--- config.mk ---
export PLATFORM = sky130hd
export DESIGN_NAME = occupancy_ctrl
export DESIGN_NICKNAME = d
export VERILOG_FILES = /design/src/rtl/occ_pkg.sv /design/src/rtl/occ_rr_arb.sv /design/src/rtl/occupancy_ctrl.sv
export SDC_FILE = /design/constraint.sdc
export NUM_CORES = 1
export LEC_CHECK = 0
export ABC_CLOCK_PERIOD_IN_PS = 2500
export CAP_MARGIN = 5
export CORE_ASPECT_RATIO = 0.7
export CORE_MARGIN = 2
export CORE_UTILIZATION = 44
export DETAILED_ROUTE_END_ITERATION = 8
export PLACE_DENSITY = 0.79
export SYNTH_ARGS = -nofsm -noshare
export SYNTH_HDL_FRONTEND = slang
export SYNTH_SLANG_ARGS = --single-unit
export TNS_END_PERCENT = 10
--- constraint.sdc ---
create_clock -name clk -period 2.5 [get_ports clk]
set_input_delay 0.25 -clock clk [delete_from_list [all_inputs] [get_ports clk]]
set_output_delay 0.25 -clock clk [all_outputs]
set_load 0.05 [all_outputs]
--- src/rtl/occ_pkg.sv ---
// Shared constants for the occupancy controller: parameter defaults, FSM
// state encoding, request source indices and sticky error bit positions.
package occ_pkg;

  localparam int OCC_CAPACITY_DEF = 9;
  localparam int OCC_HYST_DEF     = 2;

  typedef enum logic [0:0] {
    OPEN   = 1'b0,
    LOCKED = 1'b1
  } occ_state_e;

  // Source order matches the grant/pending vectors: {dec1, dec0, inc1, inc0}
  localparam int SRC_INC0 = 0;
  localparam int SRC_INC1 = 1;
  localparam int SRC_DEC0 = 2;
  localparam int SRC_DEC1 = 3;

  localparam int ERR_OVERFLOW  = 0;
  localparam int ERR_UNDERFLOW = 1;
  localparam int ERR_LOST      = 2;

endpackage

--- src/rtl/occ_rr_arb.sv ---
// Two-request round-robin arbiter. The pointer names the preferred lane and
// toggles only when a grant from this arbiter is actually taken (advance).
module occ_rr_arb
  import occ_pkg::*;
(
  input  logic       clk,
  input  logic       reset,
  input  logic [1:0] req,
  input  logic       advance,
  output logic [1:0] gnt
);

  logic ptr_reg;

  always_comb begin
    gnt = req;
    if (req == 2'b11) begin
      gnt = ptr_reg ? 2'b10 : 2'b01;
    end
  end

  always_ff @(posedge clk or negedge reset) begin
    if (!reset) begin
      ptr_reg <= 1'b0;
    end else if (advance && (req != 2'b00)) begin
      ptr_reg <= ~ptr_reg;
    end
  end

endmodule

--- src/rtl/occupancy_ctrl.sv ---
// Occupancy controller: queues lane entry/exit pulses, serves one per cycle
// (exits first), tracks count with hysteretic gate lock. OCC_STATS_EN enables total_in.
module occupancy_ctrl
  import occ_pkg::*;
#(
  parameter int CAPACITY = OCC_CAPACITY_DEF,
  parameter int HYST     = OCC_HYST_DEF
) (
  input  logic        clk,
  input  logic        reset,
  input  logic [1:0]  inc_req,
  input  logic [1:0]  dec_req,
  output logic [3:0]  count,
  output logic        full,
  output logic        empty,
  output logic        gate_lock,
  output logic [3:0]  grant,
  output logic [2:0]  err,
  output logic [15:0] total_in
);

  localparam logic [3:0] CAP4     = 4'(CAPACITY);
  localparam logic [3:0] RELEASE4 = 4'(CAPACITY - HYST);
  localparam logic [0:0] ST_OPEN   = OPEN;
  localparam logic [0:0] ST_LOCKED = LOCKED;

  logic [3:0] pend_reg, pend_next;
  logic [3:0] count_reg, count_next;
  logic [3:0] grant_reg;
  logic [2:0] err_reg, err_set;
  logic [0:0] state_reg, state_next;

  logic [3:0] req_all;
  logic [3:0] serve;
  logic [1:0] inc_gnt, dec_gnt;
  logic       dec_sel;
  logic       is_inc, is_dec, at_cap, at_zero;

  assign req_all = {dec_req, inc_req};
  assign dec_sel = pend_reg[SRC_DEC1] | pend_reg[SRC_DEC0];

  occ_rr_arb u_dec_arb (
    .clk     (clk),
    .reset   (reset),
    .req     (pend_reg[SRC_DEC1:SRC_DEC0]),
    .advance (1'b1),
    .gnt     (dec_gnt)
  );

  // The increment arbiter only advances when no exit is pending, so a
  // blocked increment grant does not consume its lane's turn.
  occ_rr_arb u_inc_arb (
    .clk     (clk),
    .reset   (reset),
    .req     (pend_reg[SRC_INC1:SRC_INC0]),
    .advance (~dec_sel),
    .gnt     (inc_gnt)
  );

  assign serve   = {dec_gnt, dec_sel ? 2'b00 : inc_gnt};
  assign is_inc  = serve[SRC_INC1] | serve[SRC_INC0];
  assign is_dec  = serve[SRC_DEC1] | serve[SRC_DEC0];
  assign at_cap  = (count_reg == CAP4);
  assign at_zero = (count_reg == 4'd0);

  always_comb begin
    count_next = count_reg;
    err_set    = 3'b000;
    if (is_inc) begin
      if (at_cap) err_set[ERR_OVERFLOW] = 1'b1;
      else        count_next = count_reg + 4'd1;
    end
    if (is_dec) begin
      if (at_zero) err_set[ERR_UNDERFLOW] = 1'b1;
      else         count_next = count_reg - 4'd1;
    end
    // A source being served this edge may be re-armed without loss
    err_set[ERR_LOST] = |(req_all & pend_reg & ~serve);
    pend_next = (pend_reg & ~serve) | req_all;
  end

  always_comb begin
    state_next = state_reg;
    if (state_reg == ST_OPEN) begin
      if (count_next == CAP4) state_next = ST_LOCKED;
    end else begin
      if (count_next <= RELEASE4) state_next = ST_OPEN;
    end
  end

  always_ff @(posedge clk or negedge reset) begin
    if (!reset) begin
      pend_reg  <= 4'b0000;
      count_reg <= 4'd0;
      grant_reg <= 4'b0000;
      err_reg   <= 3'b000;
      state_reg <= ST_OPEN;
    end else begin
      pend_reg  <= pend_next;
      count_reg <= count_next;
      grant_reg <= serve;
      err_reg   <= err_reg | err_set;
      state_reg <= state_next;
    end
  end

  assign count     = count_reg;
  assign full      = at_cap;
  assign empty     = at_zero;
  assign gate_lock = (state_reg == ST_LOCKED);
  assign grant     = grant_reg;
  assign err       = err_reg;

`ifdef OCC_STATS_EN
  logic [15:0] total_reg;

  always_ff @(posedge clk or negedge reset) begin
    if (!reset) begin
      total_reg <= 16'd0;
    end else if (is_inc && !at_cap && (total_reg != 16'hFFFF)) begin
      total_reg <= total_reg + 16'd1;
    end
  end

  assign total_in = total_reg;
`else
  assign total_in = 16'd0;
`endif

endmodule
# Yosys cells after proc, flatten, opt, wreduce, memory -nomap -nowiden

Cells that the tools add are included.

Register bits after elaboration: 18
Input bits: 6
Output and inout bits: 30

$add $sub $neg: 2
$lt $le $gt $ge: 1
Equality and inequality tests: 4
Muxes and demuxes: 16
Bitwise logic cells: 12
Reduce and logical (&&, ||, !) cells: 5

Operators with widths:

| cell                                                                              | count |
|---|---|
| 4-bit two-way mux                                                                 | 4 |
| 4-bit AND                                                                         | 3 |
| 2-bit two-way mux                                                                 | 5 |
| 4-bit equality test (second input constant)                                       | 2 |
| 1-bit two-way mux                                                                 | 7 |
| 4-bit by 1-bit adder with 4-bit output (second input constant)                    | 1 |
| 2-bit equality test (second input constant)                                       | 2 |
| 4-bit by 3-bit less-or-equal comparator with 1-bit output (second input constant) | 1 |
| 4-bit zero test                                                                   | 1 |
| 4-bit NOT                                                                         | 1 |
| 4-bit OR                                                                          | 1 |
| 2-bit nonzero test                                                                | 2 |
| 4-bit OR reduction                                                                | 1 |
| 4-bit by 1-bit subtractor with 4-bit output (second input constant)               | 1 |
| 1-bit NOT                                                                         | 3 |
| 1-bit OR                                                                          | 3 |
| 3-bit OR                                                                          | 1 |
| 1-bit logical AND                                                                 | 1 |

# Longest topological paths before layout

Gate-level depths: netlist (run 1).

Word-level depth: 10
Gate-level depth with buffers: 6
Depth with buffers taken out: 6

# Hierarchy

A second synthesis (run 1) with hierarchy kept.

Cells, all modules: 103
Area, all modules: 1021.0 um^2

Modules (own cells, without submodules):

| module         | times used | cells an instance | area each (um^2) |
|---|---|---|---|
| occupancy_ctrl | 1          | 91                | 898.4 |
| occ_rr_arb     | 2          | 6                 | 61.3 |

# Worst setup path after synthesis (run 1)

No wires, ideal clock.

Path kind: flip-flop to flip-flop
From: reg count_reg[0], in the netlist count[0]
To: reg state_reg, in the netlist gate_lock
Data arrival time: 2.361 ns
Data required time: 2.404 ns
Slack: 0.044 ns
Stages on the path, launching flop included: 7
Path buffers: 0
Cells stage by stage: dfrtp_1 -> inv_1 -> ha_1 -> nor3b_4 -> nor2_2 -> or4_4 -> a311oi_2

Elaborated cells between the ends (all ways): 13
Classes of those cells: 2 x add/sub; 1 x order compare; 2 x eq/ne; 7 x mux; 1 x reduce/logical

RTL lines:

| what                                                                                             | line                                       | text |
|---|---|---|
| start: declaration                                                                               | occupancy_ctrl.sv:28                       | `logic [3:0] count_reg, count_next;` |
| start signal: assignment                                                                         | occupancy_ctrl.sv:100                      | `count_reg <= count_next;` |
| 4-bit zero test (*)                                                                              | occupancy_ctrl.sv:64                       | `assign at_zero = (count_reg == 4'd0);` |
| via empty                                                                                        | occupancy_ctrl.sv:15                       | `output logic empty,` |
| 4-bit two-way mux (*)                                                                            | occupancy_ctrl.sv:74                       | `if (at_zero) err_set[ERR_UNDERFLOW] = 1'b1;` |
| 4-bit two-way mux (*)                                                                            | occupancy_ctrl.sv:73                       | `if (is_dec) begin` |
| 4-bit by 3-bit less-or-equal comparator with 1-bit output or 4-bit equality test (tied branches) | occupancy_ctrl.sv:87, occupancy_ctrl.sv:85 |  |
| 1-bit two-way mux (on tied branches)                                                             | occupancy_ctrl.sv:87, occupancy_ctrl.sv:85 |  |
| 1-bit two-way mux (*)                                                                            | occupancy_ctrl.sv:84                       | `if (state_reg == ST_OPEN) begin` |
| via state_next                                                                                   | occupancy_ctrl.sv:31                       | `logic [0:0] state_reg, state_next;` |
| end signal: assignment                                                                           | occupancy_ctrl.sv:103                      | `state_reg <= state_next;` |
| end: declaration                                                                                 | occupancy_ctrl.sv:31                       |  |

The timed path passes the listed nets; every way through them passes the cells marked *.
A chain may end at the register's enable or synchronous reset.

# Worst setup path after layout (run 1)

From: reg count_reg[1], in the netlist count[1]
To: out full

Cells in the longest elaborated chain, start to end: 1

RTL lines:

| what                | line                 | text |
|---|---|---|
| 4-bit equality test | occupancy_ctrl.sv:63 | `assign at_cap = (count_reg == CAP4);` |
| end: declaration    | occupancy_ctrl.sv:14 | `output logic full,` |

Every way passes these cells.

==> results by group, run 1 <==
Layout
  • Util after Layout: a little under three fifths
  • Antenna diode count: 0
  • Area grow syn2layout: 19.5%
  • Most frequent cells in the layout: dfrtp_1, clkdlybuf4s50_1, conb_1
  • Final nets: roughly 130
  • Layout cells sized above 1: 9.84%

Setup path
  • CP startpoint: count[1]$_DFF_PN0_
  • CP max FO: 7
  • CP Launch Type: register
  • Worst R2R Path Depth: 6
  • CP Data Required Time: 2250 ps
  • CP Class: register to output pin
  • Worst r2r src: count[0]$_DFF_PN0_
  • FF-to-FF setup slack: 510 ps
  • CP Data Arrival Time: 2070 ps
  • R2R Path End: gate_lock$_DFF_PN0_
  • Crit end category: output pin

Drt
  • 1st-pass router iterations: 4
  • Antenna-violating nets left: 0
  • Detailed Route WL: 1760 um
  • Avg WL per Cell: ~11 um
  • Residual DRC: 0
  • Via/cell ratio: between 4 and 5
  • Initial DRC count: 14
  • DR vias: roughly 730

Die
  • Initial Util: approximately 47%
  • Die X: 61.2 um
  • Core Box Area: roughly 2200 um^2
  • Die height: between 40 and 50 um
  • # rows: 14
  • Die footprint: between 2000 and 3000 um^2
  • I/O Pins: 36

Timing
  • Final max-slew violation count: 0
  • Final hold viol count: 0
  • Setup tns final: 0 ps
  • Post-layout min period: roughly 2300 ps
  • Relative slew slack: around 47%
  • Slew at the pin closest to its max-slew limit: ~800 ps
  • Max Freq: between 400 and 500 MHz
  • Clock Skews: around 2.4 ps
  • Setup-failing EPs final: 0
  • Final hold slack: 406 ps
  • RSZ-0062 raised after global routing: no
  • Tcrit/Tclk final: between 90 and 100%

Global route
  • Largest net degree at the start of global routing: 19
  • Vias in the first global route: 680
  • Initial antenna violation count: 0
  • All-Layer GR Usage: 14.4%
  • Global-route wire length before repair: around 2800 um
  • Remaining global-route overflow: 0

Place
  • Gpl congestion: roughly 0.8
  • IO buf count: 19
  • DP HPWL: 1370 um

Pwr
  • Lkg Pwr: 0.000550 uW
  • Clock Power Share: about an eighth
  • Sw power: 740 uW
  • Sw frac: 49.1%
  • Comb pwr share: 55.0%
  • Pwr Density: between 1000 and 1500 nW/um^2
  • Sequential power share: about a third
  • VDD IR max: around 0.00037 V
  • P_int: 766 uW

Clock network
  • Deepest clock path buffer count: 2
  • Setup bufs post-CTS: 0
  • Hold_buf cts: 0
  • Clk root buf: clkbuf_4
  • CTS tree: done
  • # resized after CTS: 1
  • Sink Count: 18
  • CTS buffer count: 3
  • Worst-path clk slew: approximately 100 ps
  • H-tree Lvls: 1
  • Worst-Skew Late Latency: between 200 and 300 ps

Logic synthesis
  • Seq cells post-synth: 18
  • Synthesized instance count: slightly above 100
  • Seq/Total Area, Yosys: approximately 45%
  • Netlist cell types: 35
  • Ys Warns: 0
  • Syn_area_per_cell: 9.97 um^2
  • Netlist Area Pre-Place: approximately 1000 um^2

Worst hold path
  • Worst min path class: primary input to asynchronous set/reset pin

Outcome
  • Status: completed

Flow run
  • Max-capacitance violation count: 0
## power groups by stage
stage	combinational, uW	clock, uW	sequential (uW)
detailed placement	831	0	504
CTS	830	186	498
floorplan	415	0	705
finish	828	180	498
global route	883	203	515
global placement	818	0	497
## cell type report
cell class / count / area [um^2]
clock buffers: 4 / 36.3
fillers: 192 / 951
inverters: 9 / 33.8
multi-input cells: 72 / 454
flip-flops and latches: 18 / 450
well taps: 32 / 40.0
repair buffers: 19 / 189
## stage by stage
step | cells | setup slack [ps] | power (uW) | cell area (um^2)
2_1_floorplan | 116 | 43.5 | 1120 | 1060
3_3_place_gp | 150 | 409 | 1320 | 1170
3_5_place_dp | 150 | 340 | 1330 | 1170
4_1_cts | 154 | 166 | 1510 | 1200
5_1_grt | 154 | 94.0 | 1600 | 1200
6_report | 154 | 178 | 1510 | 1200
## per-layer routing
layer / global-route usage (%) / share of wire, %
met1: 17.0 / 43
met2: 24.5 / 50
met3: 6.43 / 6.6
met4: 2.61 / 0
met5: 0 / 0
## cell families (layout without fill, tap and decap cells)
family	after synthesis	in the layout	share of synthesized area, %
compound gates	18	18	13.3
xor+xnor	3	3	2.61
fa+ha+maj	3	3	3.73
buf+inv	26	32	15.8
flops	18	18	44.7
mux	1	1	0.994
other cells	1	16	0.372
simple gates	31	31	18.5
## cells in the mapped netlist
cell / n / area, um^2
nand3_1: 6 / 30.0
nor3b_1: 2 / 15.0
mux2i_1: 1 / 10.0
inv_1: 9 / 33.8
nor2_1: 7 / 26.3
ha_1: 3 / 37.5
a21boi_0: 2 / 15.0
o211ai_1: 1 / 7.51
a21o_1: 3 / 22.5
o31ai_1: 1 / 7.51
and3b_2: 1 / 10.0
o311ai_1: 1 / 8.76
conb_1: 1 / 3.75
xor2_1: 1 / 8.76
or4_4: 1 / 11.3
nor4_1: 1 / 6.26
a311oi_2: 1 / 15.0
a21o_2: 1 / 8.76
or3_2: 1 / 7.51
or4_1: 1 / 7.51
nor2_2: 2 / 12.5
dfrtp_1: 18 / 450
nor3_1: 3 / 15.0
a31oi_1: 1 / 6.26
buf_2: 1 / 5.00
buf_4: 16 / 120
or2_1: 1 / 6.26
nand2_1: 3 / 11.3
o21bai_1: 2 / 15.0
a21oi_1: 1 / 5.00
a211oi_1: 1 / 7.51
nor3b_4: 1 / 18.8
o21ai_0: 3 / 15.0
xnor2_1: 2 / 17.5
nand4b_1: 1 / 8.76
## critical path, cell delays in order, from the launching register on
cell             delay [ps]
dfrtp_1                 450
inv_1                   110
ha_1                    160
and3b_2                 230
clkdlybuf4s50_1         820
## worst max-delay path by stage
| stage | slack (ps) | depth (start not counted) | to |
|---|---|---|---|
| final | 180 | 4 | full |
| after global routing | 90 | 4 | full |
| after CTS | 170 | 4 | full |
| after detailed placement | 340 | 4 | empty |
| after global placement | 410 | 4 | empty |
| after floorplan | 40 | 6 | gate_lock$_DFF_PN0_ |
Note: power is estimated with default switching activity, not from simulation.
==> run 2, diff against run 1 <==
--- a/config.mk
+++ b/config.mk
@@ -12,7 +12,9 @@
 export CORE_UTILIZATION = 44
 export DETAILED_ROUTE_END_ITERATION = 8
 export PLACE_DENSITY = 0.79
+export SETUP_SLACK_MARGIN = 0.3
 export SYNTH_ARGS = -nofsm -noshare
 export SYNTH_HDL_FRONTEND = slang
+export SYNTH_HIERARCHICAL = 1
 export SYNTH_SLANG_ARGS = --single-unit
 export TNS_END_PERCENT = 10
==> results by group, run 2 <==
Place
  • DP HPWL: 1360 um (was 1370 um)
  • Placed Area: 1210 um^2 (was 1170 um^2)
  • Place WS: 434 ps (was 340 ps)
  • Gpl congestion: 0.891 (was 0.805)
  • IO buf count: 19 (unchanged)

Logic synthesis
  • Synth top area share: 44.1% (was 44.7%)
  • Ys Warns: 6 (was 0)
  • Largest cells by area after synthesis: dfrtp_1, buf_4, ha_1 (unchanged)
  • Synth top cells by count: dfrtp_1, buf_4, inv_1, a31oi_1, nand2_1 (was dfrtp_1, buf_4, inv_1, nor2_1, nand3_1)
  • Synthesized instance count: 103 (was 101)
  • Seq cells post-synth: 18 (unchanged)
  • Cell with the most instances after synthesis: dfrtp_1 (unchanged)
  • Top_reg_cell synth: dfrtp_1 (unchanged)
  • Async set-reset flop share out of synthesis: 100% (unchanged)
  • EDFF count, synth: 0 (unchanged)
  • Cell taking the most area after synthesis: dfrtp_1 (unchanged)
  • Netlist Area Pre-Place: 1020 um^2 (was 1010 um^2)
  • Netlist cell types: 30 (was 35)
  • Syn_area_per_cell: 9.91 um^2 (was 9.97 um^2)
  • Seq/Total Area, Yosys: 44.1% (was 44.7%)

Die
  • # rows: 14 (unchanged)
  • Die X: 61.6 um (was 61.2 um)
  • Initial Util: 47.0% (was 46.7%)
  • I/O Pins: 36 (unchanged)
  • Die height: 44.3 um (was 44.0 um)
  • Die footprint: 2730 um^2 (was 2690 um^2)
  • Core Box Area: 2170 um^2 (was 2150 um^2)

Clock network
  • Setup bufs post-CTS: 0 (unchanged)
  • Sink Count: 18 (unchanged)
  • CTS tree: done (unchanged)
  • Clk root buf: clkbuf_4 (unchanged)
  • H-tree Lvls: 1 (unchanged)
  • Worst-path clk slew: 110 ps (was 100 ps)
  • Deepest clock path buffer count: 2 (unchanged)
  • CTS buffer count: 3 (unchanged)
  • Worst-Skew Late Latency: 300 ps (was 290 ps)

Layout
  • Antenna diode count: 0 (unchanged)
  • Layout cells sized above 1: 15.0% (was 9.84%)
  • Final nets: 137 (was 132)
  • Fillers: 181 (was 192)
  • Multi-input combinational cell area: 475 um^2 (was 454 um^2)
  • Most frequent cells in the layout: conb_1, clkdlybuf4s50_1, dfrtp_1 (was dfrtp_1, clkdlybuf4s50_1, conb_1)
  • Area grow syn2layout: 22.3% (was 19.5%)
  • Finished Cell Area: 1250 um^2 (was 1200 um^2)
  • Reg area: 453 um^2 (was 450 um^2)

Pwr
  • Pwr Density: 1380 nW/um^2 (was 1250 nW/um^2)
  • P_int: 869 uW (was 766 uW)
  • Sequential power share: 30.0% (was 33.0%)
  • Comb pwr share: 59.3% (was 55.0%)
  • Lkg Pwr: 0.000612 uW (was 0.000550 uW)
  • VDD IR max: 0.000485 V (was 0.000367 V)
  • Clock Power Share: 10.6% (was 12.0%)
  • Sw frac: 49.6% (was 49.1%)
  • Sw power: 856 uW (was 740 uW)

Drt
  • DR vias: 746 (was 733)
  • Antenna-violating nets left: 0 (unchanged)
  • Avg WL per Cell: 11.4 um (about the same)
  • Initial DRC count: 21 (was 14)
  • Detailed Route WL: 1820 um (was 1760 um)
  • Residual DRC: 0 (unchanged)
  • Via/cell ratio: 4.69 (was 4.76)
  • 1st-pass router iterations: 4 (unchanged)

Setup path
  • CP max FO: 5 (was 7)
  • Crit end category: output pin (unchanged)
  • Worst R2R Path Depth: 7 (was 6)
  • CP Class: register to output pin (unchanged)
  • CP Data Arrival Time: 1880 ps (was 2070 ps)
  • CP Launch Type: register (unchanged)
  • Worst r2r src: pend_reg[2]$_DFF_PN0_ (was count[0]$_DFF_PN0_)
  • FF-to-FF setup slack: 450 ps (was 510 ps)
  • R2R Path End: gate_lock$_DFF_PN0_ (unchanged)
  • CP Data Required Time: 2250 ps (about the same)

Global route
  • Largest net degree at the start of global routing: 19 (unchanged)
  • Remaining global-route overflow: 0 (unchanged)
  • Vias in the first global route: 678 (was 680)
  • Initial antenna violation count: 0 (unchanged)
  • Global-route wire length before repair: 3070 um (was 2820 um)
  • All-Layer GR Usage: 15.3% (was 14.4%)

Timing
  • Setup-failing EPs final: 0 (unchanged)
  • Setup tns final: 0 ps (unchanged)
  • RSZ-0062 raised after global routing: yes (was no)
  • Final hold viol count: 0 (unchanged)
  • Tcrit/Tclk final: 85.1% (was 92.9%)
  • Final max-slew violation count: 0 (unchanged)
  • Max Freq: 470 MHz (was 431 MHz)
  • Clock Skews: 9.08 ps (was 2.43 ps)
  • Relative slew slack: 46.0% (was 47.2%)
  • Slew at the pin closest to its max-slew limit: 807 ps (was 790 ps)
  • Post-layout min period: 2130 ps (was 2320 ps)
  • PnR worst setup slack: 373 ps (was 178 ps)

Flow run
  • Max-capacitance violation count: 0 (unchanged)

Outcome
  • Status: completed (unchanged)

Worst hold path
  • Worst min path class: primary input to asynchronous set/reset pin (unchanged)
[run 2: power by group through the flow]
stage / Combinational, uW / Clock, uW / Sequential [uW]
after detailed placement: 1020 / 0 / 523
after global placement: 1000 / 0 / 515
after global routing: 1100 / 203 / 533
after floorplan: 528 / 0 / 736
final: 1020 / 183 / 518
after CTS: 1030 / 187 / 517
[run 2: critical path: stages, from the launching register on]
cell and delay, ps:
dfrtp_2 450, inv_1 120, ha_1 190, nor3b_4 250
dlygate4sd2_1 560
[run 2: stage by stage]
stage	power [uW]	cells	utilization [%]	hold slack, ps
after floorplan	1260	118	-	-45.6
after global placement	1520	155	55.8	441
after detailed placement	1550	155	55.8	445
after CTS	1730	159	57.4	433
after global routing	1840	159	57.5	467
final	1720	159	57.5	402
[run 2: layout make-up]
type,count,area share (%)
tap,32,3.21
sequential,18,36.3
inverter,10,3.01
timing repair buffer,21,16.5
multi-input combinational,74,38.1
clock buffer,4,2.91
[run 2: worst max-delay path by stage]
stage          cells past startpoint             endpoint                from  slack, ps
6_report                           4                empty  count[1]$_DFF_PN0_        370
5_1_grt                            4                empty  count[1]$_DFF_PN0_        270
4_1_cts                            5                 full  count[1]$_DFF_PN0_        170
3_5_place_dp                       4                empty  count[1]$_DFF_PN0_        430
3_3_place_gp                       4                empty  count[1]$_DFF_PN0_        490
2_1_floorplan                      7  gate_lock$_DFF_PN0_  count[1]$_DFF_PN0_        370
[run 2: what timing repair did]
action | CTS | global route
gates resized for setup | 1 | 1
hold buffers | 0 | 0
setup endpoints to repair | 2 | 2
[run 2: kinds of logic after synthesis]
family / synth area share (%)
AOI/OAI and AO/OA: 17.5
xor gates and xnor gates: 3.43
adders and majority gates: 3.68
buffers and inverters: 15.4
DFF: 44.1
other: 0.736
and+or+nand+nor: 15.1
[run 2: layer usage]
metal,global-route usage (%),routed length [um]
met5,0,0
met3,6.73,125
met2,23.8,818
met4,1.28,10
met1,20.8,862
